<file path="src/rtl/multimode_counter.sv">
// Runtime-selectable counter: binary up/down, modulo-N by step, ring, Johnson, Gray.
// Mode changes reseed; load beats enable; wrap is registered from terminal.
module multimode_counter #(
    parameter int     WIDTH = 4,
    parameter longint MOD   = 16,
    parameter int     STEP  = 1
) (
    input  logic             clk,
    input  logic             rst,
    input  logic             enable,
    input  logic [2:0]       mode,
    input  logic             load,
    input  logic [WIDTH-1:0] load_value,
    output logic [WIDTH-1:0] count,
    output logic             terminal,
    output logic             wrap
);

    localparam logic [WIDTH:0]   MOD_W   = (WIDTH+1)'(MOD);
    localparam logic [WIDTH:0]   STEP_W  = (WIDTH+1)'(STEP);
    localparam logic [WIDTH-1:0] MSB_ONE = {1'b1, {(WIDTH-1){1'b0}}};
    localparam logic [WIDTH-1:0] ONE     = WIDTH'(1);

    logic [WIDTH-1:0] count_q, count_d;
    logic [2:0]       mode_q, mode_d;
    logic             wrap_q, wrap_d;

    logic [WIDTH-1:0] nxt, seed, bin, binp;
    logic [WIDTH:0]   sum, diff;
    logic             term, reserved;

    function automatic logic [WIDTH-1:0] gray2bin(input logic [WIDTH-1:0] g);
        logic [WIDTH-1:0] b;
        b[WIDTH-1] = g[WIDTH-1];
        for (int i = WIDTH - 2; i >= 0; i--) begin
            b[i] = b[i+1] ^ g[i];
        end
        return b;
    endfunction

    always_comb begin
        bin      = gray2bin(count_q);
        binp     = bin + ONE;
        sum      = {1'b0, count_q} + STEP_W;
        diff     = sum - MOD_W;
        nxt      = count_q;
        seed     = '0;
        term     = 1'b0;
        reserved = 1'b0;
        case (mode)
            3'd0: begin
                nxt  = count_q + ONE;
                term = &count_q;
            end
            3'd1: begin
                nxt  = count_q - ONE;
                term = (count_q == '0);
            end
            3'd2: begin
                term = (sum >= MOD_W);
                nxt  = term ? diff[WIDTH-1:0] : sum[WIDTH-1:0];
            end
            3'd3: begin
                seed = ONE;
                nxt  = {count_q[WIDTH-2:0], count_q[WIDTH-1]};
                term = (count_q == MSB_ONE);
            end
            3'd4: begin
                nxt  = {count_q[WIDTH-2:0], ~count_q[WIDTH-1]};
                term = (count_q == MSB_ONE);
            end
            3'd5: begin
                nxt  = binp ^ (binp >> 1);
                term = &bin;
            end
            default: reserved = 1'b1;
        endcase
    end

    always_comb begin
        mode_d  = mode;
        count_d = count_q;
        wrap_d  = 1'b0;
        if (reserved) begin
            count_d = count_q;
        end else if (mode != mode_q) begin
            count_d = seed;
        end else if (load) begin
            // Out-of-range modulo loads collapse to the seed
            if (mode == 3'd2 && {1'b0, load_value} >= MOD_W) begin
                count_d = '0;
            end else begin
                count_d = load_value;
            end
        end else if (enable) begin
            count_d = nxt;
            wrap_d  = term;
        end
    end

    always_ff @(posedge clk or negedge rst) begin
        if (!rst) begin
            count_q <= '0;
            mode_q  <= 3'd0;
            wrap_q  <= 1'b0;
        end else begin
            count_q <= count_d;
            mode_q  <= mode_d;
            wrap_q  <= wrap_d;
        end
    end

    assign count    = count_q;
    assign terminal = term;
    assign wrap     = wrap_q;

endmodule
</file>
<file path="config.mk">
export PLATFORM = sky130hd
export DESIGN_NAME = multimode_counter
export DESIGN_NICKNAME = d
export VERILOG_FILES = /design/src/rtl/multimode_counter.sv
export SDC_FILE = /design/constraint.sdc
export NUM_CORES = 1
export LEC_CHECK = 0
export CORE_MARGIN = 2
export CORE_UTILIZATION = 40
export CTS_CLUSTER_DIAMETER = 120
export DETAILED_ROUTE_END_ITERATION = 6
export PLACE_DENSITY = 0.63
export SLEW_MARGIN = 40
export SYNTH_ARGS = -nofsm -noshare
export SYNTH_HDL_FRONTEND = slang
export SYNTH_SLANG_ARGS = --single-unit
</file>
<file path="constraint.sdc">
create_clock -name clk -period 5.9 [get_ports clk]
set_input_delay 0.59 -clock clk [delete_from_list [all_inputs] [get_ports clk]]
set_output_delay 0.59 -clock clk [all_outputs]
set_load 0.005 [all_outputs]
</file>
Word-level counts from Yosys, hierarchy flattened

Cells that the tools add are included.

Bits in registers: 8
Output and inout port bits: 6
Word-level logic and storage cells: 41

$lt $le $gt $ge: 1
Reductions and logical operators: 9
$add $sub $neg: 5
Bitwise logic cells: 5
Multiplexer cells: 11
Eq/ne operators: 7

Operator list:

| operator                                             | number |
|---|---|
| one-hot mux 4 bit (6 select lines)                   | 1 |
| two-way mux 4 bit                                    | 4 |
| adder 4 x 1 -> 4 bit (second input constant)         | 2 |
| AND reduction 4 bit                                  | 2 |
| nonzero test 8 bit                                   | 1 |
| subtractor 4 x 1 -> 4 bit (second input constant)    | 2 |
| equality test 3 x 2 -> 1 bit (second input constant) | 2 |
| equality test 3 bit (second input constant)          | 2 |
| OR reduction 6 bit                                   | 1 |
| adder 4 x 1 -> 5 bit (second input constant)         | 1 |
| >= comparator 5 bit (second input constant)          | 1 |
| two-way mux 1 bit                                    | 5 |
| one-hot mux 1 bit (5 select lines)                   | 1 |
| equality test 4 bit (second input constant)          | 1 |
| logical NOT 4 bit                                    | 1 |
| XOR 4 x 3 -> 4 bit                                   | 1 |
| equality test 3 x 1 -> 1 bit (second input constant) | 1 |
| logical NOT 3 bit                                    | 1 |
| inequality test 3 bit                                | 1 |
| AND reduction 3 bit                                  | 1 |
| nonzero test 3 bit                                   | 1 |
| XOR 1 bit                                            | 3 |
| OR reduction 2 bit                                   | 1 |
| NOT 1 bit                                            | 1 |

Depth between registers and ports, before layout

Gate-level depths: netlist of run 1.

Depth in word-level cells: 9
Depth in mapped cells: 9
Depth with buffers taken out: 8

Worst setup path after synthesis of run 1

Ideal clock, no wire load.

Path type: input to register
Start: in mode[2]
End: reg count_q[2] (netlist: count[2])
Arrival: 2.489 ns
Path slack: 3.289 ns
Stages: 9
Cell sequence: buf_6 > clkbuf_1 > nor3b_1 > ha_1 > xor2_1 > a31oi_1 > o211ai_1 > a211o_1 > a32o_1

Longest elaborated chain between the ends: 5
Elaborated cells on any way between the ends: 15
Classes of those cells: eq/ne: 6; mux: 4; reduce/logical: 5

Ends and longest elaborated chain:

| what                                        | line | source |
|---|---|---|
| start: declaration                          | 11   | `input logic [2:0] mode,` |
| equality test 3 bit (tied with other cells) | 50   | `case (mode)` |
| one-hot mux 4 bit (6 select lines)          | 50   |  |
| two-way mux 4 bit                           | 95   | `end else if (enable) begin` |
| two-way mux 4 bit                           | 88   | `end else if (load) begin` |
| two-way mux 4 bit                           | 86   | `end else if (mode != mode_q) begin` |
| end signal: assignment                      | 107  | `count_q <= count_d;` |
| end: declaration                            | 24   | `logic [WIDTH-1:0] count_q, count_d;` |

Several ways; a longest one is shown, not always the timed one. The select of a mux whose other input is x is not followed.
A chain may end at the register's enable or synchronous reset.

Worst setup path after layout of run 1

Start: in mode[2]
End: out terminal

Longest elaborated chain between the ends: 3
Elaborated cells on any way between the ends: 8
Classes of those cells: eq/ne: 5; mux: 1; reduce/logical: 2

Ends and longest elaborated chain:

| what                                                                       | line | source |
|---|---|---|
| equality test 3 bit / equality test 3 x 2 -> 1 bit (equally long branches) | 50   |  |
| OR reduction 2 bit (no line)                                               | n/a  |  |
| one-hot mux 1 bit (5 select lines) *                                       | 50   |  |
| end: declaration                                                           | 15   | `output logic terminal,` |

Every way passes the cells marked *; elsewhere a longest branch is shown, timed or not.

==> results of run 1 <==
[stage by stage]
step	cell area [µm²]	hold slack, ns	cells	util, %
6_report	1130	0.624	152	50.2
5_1_grt	1130	0.641	152	50.2
4_1_cts	1130	0.626	152	50.2
3_5_place_dp	1110	0.682	149	49.2
3_3_place_gp	1110	0.689	149	49.2
2_1_floorplan	965	0.294	113	-
[routing by layer]
| layer | part of all wire, % | vias to the layer above | GRT usage (%) |
|---|---|---|---|
| met5 | 0 | - | 0 |
| met4 | 0.89 | 0 | 5.13 |
| met3 | 6.4 | 2 | 4.24 |
| met2 | 46 | 35 | 26.5 |
| met1 | 47 | 405 | 27.4 |
| li1 | - | 437 | - |
[registers in the layout, summed over array words and instances (netlist names)]
register  flops
mode_q        3
wrap          1
count         4
[power breakdown]
part	internal, mW	switching [mW]	total [mW]
logic	0.0303	0.0328	0.0631
clock network	0.0232	0.0182	0.0415
registers	0.0577	0.00767	0.0654
[cells in the mapped netlist (all sizes together) (2+ instances only)]
cell and count:
dfrtp 8, ha 8, nand2 8, xnor2 8
a21oi 7, buf 7, o21ai 7, inv 6
nor2 6, nand2b 4, nor3b 4, a211oi 3
a22oi 3, nand3 3, nor2b 3, a21o 2
a32oi 2, o31ai 2, or3 2
[layout make-up]
cell class | instances | area share (%)
tap | 28 | 3.10
clock buffer | 3 | 1.99
multi-input combinational | 90 | 60.7
sequential | 8 | 17.7
inverter | 7 | 2.32
timing repair buffer | 16 | 14.2
[cell usage in the layout (no fill, tap or decap), types with 2 or more instances in the layout]
master / netlist / final
o21ai_1: 5 / 5
nand2b_1: 4 / 4
clkdlybuf4s50_1: 0 / 16
a22oi_1: 3 / 3
or3_1: 2 / 2
nand3_1: 2 / 2
o21ai_0: 2 / 2
dfrtp_1: 8 / 8
ha_1: 8 / 8
a21o_1: 2 / 2
nand2_1: 8 / 8
clkbuf_4: 0 / 3
nor2_1: 6 / 6
nor2b_1: 2 / 2
inv_1: 6 / 6
a211oi_1: 3 / 3
a21oi_1: 7 / 7
nor3b_1: 4 / 4
xnor2_1: 7 / 7
a32oi_1: 2 / 2
[critical path, stage by stage]
cell and delay [ns]:
clkdlybuf4s50_1 0.85, nand2b_1 0.28, nor3b_1 0.26, o21ai_1 0.10, o311ai_1 0.11, clkdlybuf4s50_1 0.58
[worst min path at each step]
stage,endpoint,cells past startpoint
global route,count[0],1
finish,count[0],1
detailed placement,wrap,3
global placement,wrap,3
floorplan,count[0],0
CTS,count[0],1
[cell families after synthesis]
family,Yosys count
mux,1
fa+ha+maj,9
flops,8
xor+xnor,9
buf+inv,15
compound gates,38
simple gates,33
==> reports/results.tsv, run 1 <==
metric	value	unit
status	complete, no violations	
CP Capture Type	output pin	
Remaining DRCs	0	
CTS Buffer Depth	2	
Worst Setup SP	mode[2]	
Synth top area share	20.8	%
Arr. time, crit path	2.76	ns
post-cts repair resize count	0	
H-tree levels	1	
Inserted Clock Buffers	3	
initial antenna violation count	0	
Synth Net Count	133	
largest net degree at the start of global routing	24	
reg2reg setup slack	3.28	ns
Die W	53.1	µm
Area Overhead vs Synth	17.2	%
PnR Total Power	0.170	mW
# fillers	234	
footprint of the multi-input gates	687	µm²
Final #Nets	146	
Final Max Tran Viols	0	
Final Critical Period	3.35	ns
Critical Path Sink	terminal	
maximum clock rate	298	MHz
worst hold path class	in2async	
Post-CTS Setup Repair Bufs	0	
initial core utilization	42.8	%
syn_area_per_cell	8.54	µm²
Yosys top cell by area	dfrtp_1	
PwrDens	150	nW/µm²
reg-to-reg critical path endpoint	count[2]	
post-synth cell types	47	
DP HPWL	1.70	mm
Post-Synth Simple-Gate Area	19.2	%
synthesis-stage register bit count	8	
worst-skew pair later-pin latency	0.25	ns
vias in the first global route	760	
row cnt	17	
core area	2250	µm²
Maximum Capacitance Violations	0	
Mapped Area	965	µm²
ANT cells	0	
P_leak	0.458	nW
via count	879	
die area	2820	µm²
main combinational cell family by area after synthesis	compound AO/OA/AOI/OAI gates	
iteration-0 DRC count of the detailed router	34	
post-route setup TNS	0	ns
global placer's final weighted congestion	0.812	
FF/Latch Area	200	µm²
grt total ovfl	0	
cts hold-fix bufs	0	
Post-synth EDFFs	0	
RSZ-0062 raised after global routing	false	
Finish-stage setup viols	0	
Final period util	56.8	%
predominant post-synthesis flop cell	dfrtp_1	
Via density	5.78	
CTS tree	built	
measured slew at the worst slew-check pin	0.701	ns
height of the chip	53.1	µm
Final Hold Viols	0	
pre-CTS setup slack	2.37	ns
Clock Skew	0.00267	ns
Wirelength per Cell	14.8	µm
first-pass GRT wire length	3.74	mm
Worst Path Required	5.31	ns
VDD IR-drop max	131	µV
fraction of layout cells with a size suffix above 1	6.45	%
Syn Inst Count	113	
sequential element share of the synthesized area	20.8	%
PnR worst setup slack	2.55	ns
post-synthesis xor/xnor area fraction	8.95	%
FF-to-FF path depth	8	
WL final	2.25	mm
drt pass-1 iters	4	
clock root cell	clkbuf_4	
# IOs	17	
I/O Buffers	16	
Worst-path clk slew	0.05	ns
Syn. warnings	0	
CP Class	in2out	
Max-slew headroom	53.1	%
GRT Overall Usage	18.5	%
Startpoint Class	primary input	
clk sink count	8	
CP max FO	17	
post-synthesis mux area share	1.04	%
Adder-Cell Fraction of Synth Area	12.5	%
Synth Area in Compound Gates	29.6	%
antenna viol nets, final	0	
Synth async-reset ratio	100	%
FF-to-FF Start	count[3]	
largest cells by area after synthesis	dfrtp_1, ha_1, xnor2_1, a21oi_1, nand2_1	
(Power assumes the default switching activity.)
==> inputs of run 2 (changes only) <==
- PLACE_DENSITY: 0.63 -> 0.66
- clock period: 5.9 -> 2.9 ns (I/O delays scaled with it)
==> run 2 against run 1 <==
Compared with the run above:
- count of clock-buffer cells in the layout did not move
- register-to-register slack got worse by 2.8 ns
- via count rose by 5.3%
- global-route usage rose by 2.0 points
- setup slack got worse by 2.4 ns
- clock power rose by 120%
- die area did not move
- power rose by 110%
- worst hold slack got worse by 0.31 ns
- highest routed layer unchanged
==> reports/results.tsv, run 2 (synthesized netlist as in run 1, its figures left out) <==
metric	value	unit
status	complete, no violations	
measured slew at the worst slew-check pin	0.535	ns
hold_ws	0.317	ns
clock power share	25.3	%
Pint	0.233	mW
Final Critical Period	2.77	ns
core area	2250	µm²
vias in the first global route	930	
Final Max Tran Viols	0	
Clock Skew	0.00932	ns
reg2reg setup slack	0.53	ns
CP Capture Type	output pin	
Wirelength per Cell	15.6	µm
grt total ovfl	0	
leading cell types in the layout, fill and taps excluded	clkdlybuf4s50_1, nand2_1, ha_1, dfrtp_1	
Area Overhead vs Synth	22.7	%
sequential power share	35.1	%
cell mode on critical path	ha_1	
VDD IR-drop max	275	µV
CP Class	reg2out	
maximum clock rate	361	MHz
met2 wire len	1.22	mm
ANT cells	0	
worst-skew pair later-pin latency	0.26	ns
RSZ-0062 raised after global routing	false	
Buf/Inv on CP	2	
fraction of layout cells with a size suffix above 1	11.5	%
PnR Total Power	0.362	mW
Worst Path Required	2.61	ns
switching share of power	35.7	%
Util after Layout	52.5	%
M1 WL	1.08	mm
crit-path max cell delay	0.58	ns
crit-path leading delay family	buffers and inverters	
Arr. time, crit path	2.48	ns
I/O Buffers	16	
FF-to-FF Start	count[2]	
first-pass GRT wire length	4.18	mm
WL final	2.48	mm
Cell Chain, Critical Path	inv_1 -> ha_1 -> ha_1 -> xnor2_1 -> nand3_1 -> o311ai_1 -> clkdlybuf4s50_1	
initial antenna violation count	0	
PwrDens	306	nW/µm²
Net Switching	0.129	mW
Die W	53.1	µm
Startpoint Class	flip-flop	
clock root cell	clkbuf_4	
largest net degree at the start of global routing	23	
# fillers	238	
post-route setup TNS	0	ns
iteration-0 DRC count of the detailed router	40	
GRT Overall Usage	20.5	%
CTS tree	built	
Remaining DRCs	0	
commonest non-fill, non-tap cell in the layout	clkdlybuf4s50_1	
Final Hold Viols	0	
DP HPWL	1.85	mm
height of the chip	53.1	µm
Max-slew headroom	64.4	%
row cnt	17	
P_leak	0.494	nW
reg-to-reg critical path endpoint	count[2]	
CP max FO	5	
FF-to-FF path depth	8	
cts hold-fix bufs	0	
initial core utilization	42.8	%
highest metal used	met4	
Inserted Clock Buffers	3	
die area	2820	µm²
worst hold path class	in2async	
global placer's final weighted congestion	0.907	
H-tree levels	1	
CTS Buffer Depth	2	
met3 WL	158	µm
via count	926	
Maximum Capacitance Violations	0	
# IOs	17	
Post-CTS Setup Repair Bufs	0	
drt pass-1 iters	4	
post-cts repair resize count	0	
antenna viol nets, final	0	
critical path's slowest cell	clkdlybuf4s50_1	
Final #Nets	153	
clk sink count	8	
Via density	5.82	
max FFs per register	4	
Finish-stage setup viols	0	
Worst-path clk slew	0.06	ns
Final period util	95.6	%
combinational power share	39.6	%
run 2: how the worst max path moves through the flow:
stage                  start  endpoint  slack, ns  cells past startpoint
floorplan           count[3]  count[2]       0.53                      9
global placement     mode[2]  terminal       0.41                      7
detailed placement   mode[2]  terminal       0.40                      7
CTS                 count[2]  terminal       0.12                      7
global route        count[2]  terminal       0.03                      7
finish              count[2]  terminal       0.13                      7
run 2: final cells by class:
| type | instances | area, µm² | share of cell area (%) |
|---|---|---|---|
| clock buffers | 3 | 22.5 | 1.90 |
| well taps | 28 | 35.0 | 2.96 |
| flip-flops and latches | 8 | 200 | 16.9 |
| multi-input cells | 90 | 687 | 58.0 |
| repair buffers | 23 | 213 | 18.0 |
| inverters | 7 | 26.3 | 2.22 |
run 2: per-layer routing:
metal / global-route usage, % / up-vias
met4: 5.13 / 0
met5: 0 / -
li1: - / 454
met3: 3.39 / 2
met1: 27.5 / 435
met2: 34.0 / 35
run 2: through the flow:
stage               cells  setup WS (ns)  cell area (µm²)
floorplan             113          0.533              965
global placement      156          0.408             1160
detailed placement    156          0.396             1160
CTS                   159          0.116             1180
global route          159         0.0326             1180
finish                159          0.126             1180
run 2: power by group through the flow:
stage	Sequential, mW	Clock, mW	Combinational, mW
6_report	0.127	0.0916	0.143
5_1_grt	0.128	0.0994	0.160
4_1_cts	0.127	0.0918	0.144
3_5_place_dp	0.129	0	0.143
3_3_place_gp	0.129	0	0.141
2_1_floorplan	0.127	0	0.0946
